===== src/rtl/mem_port_arbiter.sv =====
// Two-requester round-robin front end for a single-port memory with an
// optional post-reset zero-fill sweep and registered read responses.
module mem_port_arbiter #(
    parameter int N              = 10,
    parameter int M              = 8,
    parameter bit CLEAR_ON_RESET = 1'b0
) (
    input  logic         clk,
    input  logic         reset,
    input  logic         r0_valid,
    input  logic         r0_we,
    input  logic [N-1:0] r0_addr,
    input  logic [M-1:0] r0_wdata,
    output logic         r0_ready,
    output logic         r0_rvalid,
    output logic [M-1:0] r0_rdata,
    input  logic         r1_valid,
    input  logic         r1_we,
    input  logic [N-1:0] r1_addr,
    input  logic [M-1:0] r1_wdata,
    output logic         r1_ready,
    output logic         r1_rvalid,
    output logic [M-1:0] r1_rdata,
    output logic         mem_we,
    output logic [N-1:0] mem_a,
    output logic [M-1:0] mem_wd,
    input  logic [M-1:0] mem_rd,
    output logic         busy
);

    typedef enum logic {S_CLEAR, S_ARB} state_t;

    state_t         state, state_nxt;
    logic [N-1:0]   clr_cnt;
    logic           last_grant;
    logic           grant0, grant1;

    // NOTE: sequential state uses non-blocking assignments so every register
    // samples pre-edge values regardless of statement order.
    always_ff @(posedge clk or posedge reset) begin
        if (reset) begin
            if (CLEAR_ON_RESET) state <= S_CLEAR;
            else                state <= S_ARB;
            clr_cnt <= '0;
        end else begin
            state <= state_nxt;
            if (state == S_CLEAR) clr_cnt <= clr_cnt + 1'b1;
        end
    end

    // NOTE: every output of this block gets a default first, so no path
    // through the case can leave a signal unassigned and infer a latch.
    always_comb begin
        state_nxt = state;
        grant0    = 1'b0;
        grant1    = 1'b0;
        mem_we    = 1'b0;
        mem_a     = '0;
        mem_wd    = '0;
        busy      = 1'b0;
        case (state)
            S_CLEAR: begin
                busy   = 1'b1;
                mem_we = 1'b1;
                mem_a  = clr_cnt;
                // Terminal compare: leave on the last address, never wrap.
                if (clr_cnt == {N{1'b1}}) state_nxt = S_ARB;
            end
            S_ARB: begin
                grant0 = r0_valid && (!r1_valid || last_grant);
                grant1 = r1_valid && (!r0_valid || !last_grant);
                if (grant0) begin
                    mem_we = r0_we;
                    mem_a  = r0_addr;
                    mem_wd = r0_wdata;
                end else if (grant1) begin
                    mem_we = r1_we;
                    mem_a  = r1_addr;
                    mem_wd = r1_wdata;
                end
            end
            default: state_nxt = S_ARB;
        endcase
    end

    assign r0_ready = grant0;
    assign r1_ready = grant1;

    // NOTE: read data registers are reset as well, because rdata must read
    // zero after reset rather than whatever the last response left behind.
    always_ff @(posedge clk or posedge reset) begin
        if (reset) begin
            r0_rvalid  <= 1'b0;
            r1_rvalid  <= 1'b0;
            r0_rdata   <= '0;
            r1_rdata   <= '0;
            last_grant <= 1'b1;
        end else begin
            r0_rvalid <= grant0 && !r0_we;
            r1_rvalid <= grant1 && !r1_we;
            if (grant0 && !r0_we) r0_rdata <= mem_rd;
            if (grant1 && !r1_we) r1_rdata <= mem_rd;
            if (grant0)      last_grant <= 1'b0;
            else if (grant1) last_grant <= 1'b1;
        end
    end

endmodule

===== config.mk =====
export PLATFORM = sky130hd
export DESIGN_NAME = mem_port_arbiter
export DESIGN_NICKNAME = d
export VERILOG_FILES = /design/src/rtl/mem_port_arbiter.sv
export SDC_FILE = /design/constraint.sdc
export NUM_CORES = 1
export LEC_CHECK = 0
export BUFFER_PORTS_ARGS = -buffer_cell sky130_fd_sc_hd__buf_2
export CORE_MARGIN = 5
export CORE_UTILIZATION = 39
export DETAILED_ROUTE_END_ITERATION = 16
export PLACE_DENSITY = 0.76
export SYNTH_ARGS = -nofsm -noshare
export SYNTH_HDL_FRONTEND = slang
export SYNTH_SLANG_ARGS = --single-unit

===== constraint.sdc =====
create_clock -name clk -period 1.6 [get_ports clk]
set_clock_uncertainty 0.1 [all_clocks]
set_input_delay 0 -clock clk [delete_from_list [all_inputs] [get_ports clk]]
set_output_delay 0 -clock clk [all_outputs]
set_load 0.005 [all_outputs]

==> impl_metrics.json <==
{
  "finish.utilization": 0.644,
  "drive_gt1_frac": 0.569,
  "htreeDepth": 2,
  "p_per_area_nw_per_um2": 687,
  "cp.buffers_inverters": 4,
  "hold_viol": 0,
  "sequentialPowerShare": 0.461,
  "drtIter0Drc": 51,
  "clkPwrFrac": 0.463,
  "yosysWarnings": 0,
  "area_growth_pct": 56.9,
  "critPathArrivalTime_ns": 1.61,
  "final_cells": 287,
  "critical-path-top-delay-family": "flip-flops",
  "fin_ws_ns": -0.113,
  "syn_nets": 174,
  "synth_cell_types": 36,
  "final_antenna_net_count": 0,
  "cts_tree": "yes",
  "path_class": "flip-flop to primary output",
  "routed-via-count": 1457,
  "cp_slowest_cell": "dfstp_2",
  "p_leak_nw": 1.34,
  "r2r-end": "r0_rdata[1]",
  "antenna_found_initial": 0,
  "die_h_um": 72.6,
  "grt_util_all_layers": 0.170,
  "fin_crit_ns": 1.71,
  "root_buffer": "clkbuf_8",
  "r2r.worst_path.cells": 5,
  "worstPathCellList": "buf_6 > clkinvlp_4 > buf_4 > a221o_1 > buf_2",
  "synth.avg_cell_area_um2": 12.4,
  "totalWireLength_um": 4430,
  "comb_power_share": 0.075,
  "max_stage_delay_ns": 0.54,
  "fmax_mhz": 584,
  "grt_pass1_vias": 1514,
  "place_congestion": 0.816,
  "netlist.top_cell.by_area": "dfrtp_1",
  "nFillCells": 284,
  "switchingPower_w": 0.000316,
  "failed_checks": "negative setup slack",
  "firstDrtPassIters": 3,
  "path_max_fanout": 4,
  "grt_start_max_net_pins": 31,
  "drv_slew": 0,
  "netSwitchingFraction": 0.192,
  "dieArea_um2": 5260,
  "port_buffers": 89,
  "vias_per_cell": 5.08,
  "place_worst_setup_slack_ns": 0.0314,
  "grt-ovfl-total": 0,
  "clk_pin_slew_ns": 0.06,
  "clock_sinks": 30,
  "n_antenna_cell": 0,
  "r2r-start": "state",
  "hold-path-endpoint": "last_grant",
  "grt_pass1_wl_um": 6960,
  "ys_seq_elements": 30,
  "hpwl_um": 3190,
  "endpoint_kind": "primary output",
  "finalNetCount": 290,
  "clock_path_buffers": 2,
  "hold_depth": 3,
  "min_from": "r0_valid",
  "p_int_w": 0.00133,
  "slew_headroom": 0.754,
  "rows": 22,
  "num_io_pins": 90,
  "syn_area_um2": 1530,
  "floorplan.initialDensity": 0.411,
  "rsz0062_at_grt": "yes",
  "yosysTopAreaCellShare": 0.459,
  "clkLatencyLatePin_ns": 0.28,
  "yosysSeqAreaShare": 0.493,
  "maxCapViolations": 0,
  "wire_per_inst_um": 15.4,
  "dp_cells": 258,
  "die_w_um": 72.6,
  "status": "complete, but fails checks",
  "startpoint_type": "flip-flop",
  "worst_slew_pin_slew_ns": 0.369,
  "worstPathRequired_ns": 1.50,
  "synth.area.top_cells": "dfrtp_1, mux2_1, a221o_1, mux2_2, a22o_1",
  "coreArea_um2": 3720,
  "hold_class": "input port to flip-flop",
  "min_period_over_period": 1.07,
  "syn_inst": 123,
  "numCtsBuffers": 5,
  "setup_viol": 25,
  "drc_errors": 0,
  "ir_drop_mv": 0.399,
  "ff2ff_setup_slack_ns": -0.02
}
[cells in the mapped netlist]
master	n
mux2_1	10
buf_4	1
xor2_1	4
o31ai_1	1
nand2_2	1
a21oi_1	1
nor3_1	2
nor3b_2	1
mux2_2	7
inv_2	1
nor2b_1	1
a221o_1	9
nand2b_4	1
and3_1	8
nand2_1	3
a21o_1	1
inv_1	3
nor2_1	3
dfrtp_1	28
nand4b_1	2
nand2b_1	1
dfstp_2	2
buf_2	5
a22o_1	8
and2_1	1
ha_1	1
nand3_1	1
nand3_2	1
nand4_1	3
a32oi_1	2
nor2b_4	1
and3b_1	1
a21boi_2	1
buf_8	1
buf_6	1
xnor2_1	5
[cells in the final DEF, fill, tap and decap left out, types with 2 or more instances in the layout]
cell type	synthesis	layout
a221o_1	9	9
a22o_1	8	8
a32oi_1	2	2
and3_1	8	3
and3_4	0	5
buf_2	5	89
buf_4	1	12
buf_6	1	4
clkbuf_8	0	6
dfrtp_1	28	28
dfstp_2	2	2
dlygate4sd3_1	0	11
inv_1	3	2
mux2_1	10	10
mux2_2	7	7
nand2_1	3	3
nand4_1	3	3
nand4b_1	2	2
nor2_1	3	3
nor3_1	2	2
xnor2_1	5	5
xor2_1	4	4
[logic make-up (layout without fill, tap and decap cells)]
family          Yosys count  count (layout)  share of synthesized area
compound gates           23              23                      0.137
fa+ha+maj                 1               1                    0.00820
simple gates             31              31                      0.136
flops                    30              30                      0.493
xor+xnor                  9               9                     0.0516
buf+inv                  12             128                     0.0484
mux                      17              17                      0.125
[flip-flops by register name (all words and copies together), names as in the netlist]
name and cells:
state 1, r0_rvalid 1, clr_cnt 10, r1_rdata 8
last_grant 1, r1_rvalid 1, r0_rdata 8
[layout make-up]
type / instances / area [um2] / share of cell area
repair buffers: 117 / 711 / 0.297
inverters: 4 / 18.8 / 0.00784
clock buffers: 6 / 82.6 / 0.0345
flip-flops and latches: 30 / 753 / 0.315
multi-input cells: 81 / 739 / 0.309
clock inverters: 1 / 30.0 / 0.0125
well taps: 48 / 60.1 / 0.0251
[through the flow]
stage	hold slack, ns	area (um2)	TNS [ns]	power, W
after floorplan	-0.0107	1530	0	0.000796
after global placement	-0.0122	2020	0	0.000868
after detailed placement	-0.0183	2020	0	0.000868
after CTS	0.0468	2380	-1.64	0.00165
after global routing	0.0239	2390	-3.22	0.00170
final	0.0146	2390	-1.39	0.00165
[metal layers]
| metal | track usage | vias up | wire, um |
|---|---|---|---|
| met5 | 0 | - | 0 |
| met4 | 0.0779 | 0 | 136 |
| met3 | 0.0582 | 15 | 381 |
| met2 | 0.311 | 55 | 2300 |
| met1 | 0.172 | 697 | 1610 |
| li1 | - | 690 | - |
[tightest hold or removal path, delay by kind of cell]
kind            cells  cell delay (ns)
buf+inv             1             0.15
compound gates      1             0.11
simple gates        1             0.10
[power by group through the flow]
| stage | registers (W) | logic [W] | clock network, W |
|---|---|---|---|
| finish | 0.000759 | 0.000124 | 0.000762 |
| floorplan | 0.000773 | 0.0000233 | 0 |
| global route | 0.000759 | 0.000137 | 0.000808 |
| global placement | 0.000773 | 0.0000958 | 0 |
| detailed placement | 0.000773 | 0.0000959 | 0 |
| CTS | 0.000759 | 0.000122 | 0.000772 |
[worst max-delay path by stage]
stage / end / from / slack, ns / depth (start not counted)
4_1_cts: mem_a[7] / state / -0.11 / 5
2_1_floorplan: r0_rdata[0] / last_grant / 0.10 / 4
3_5_place_dp: r0_rdata[1] / last_grant / 0.03 / 4
6_report: mem_a[7] / state / -0.11 / 5
5_1_grt: mem_a[5] / state / -0.18 / 5
3_3_place_gp: r0_rdata[3] / last_grant / 0.05 / 4
[what timing repair did]
item,4_1_cts,5_1_grt
setup endpoints to repair,19,27
buffers inserted,10,1
pin swaps,5,1
gates resized for setup,14,1
hold buffers,11,0
hold endpoints to repair,48,0
(Power assumes the default switching activity.)
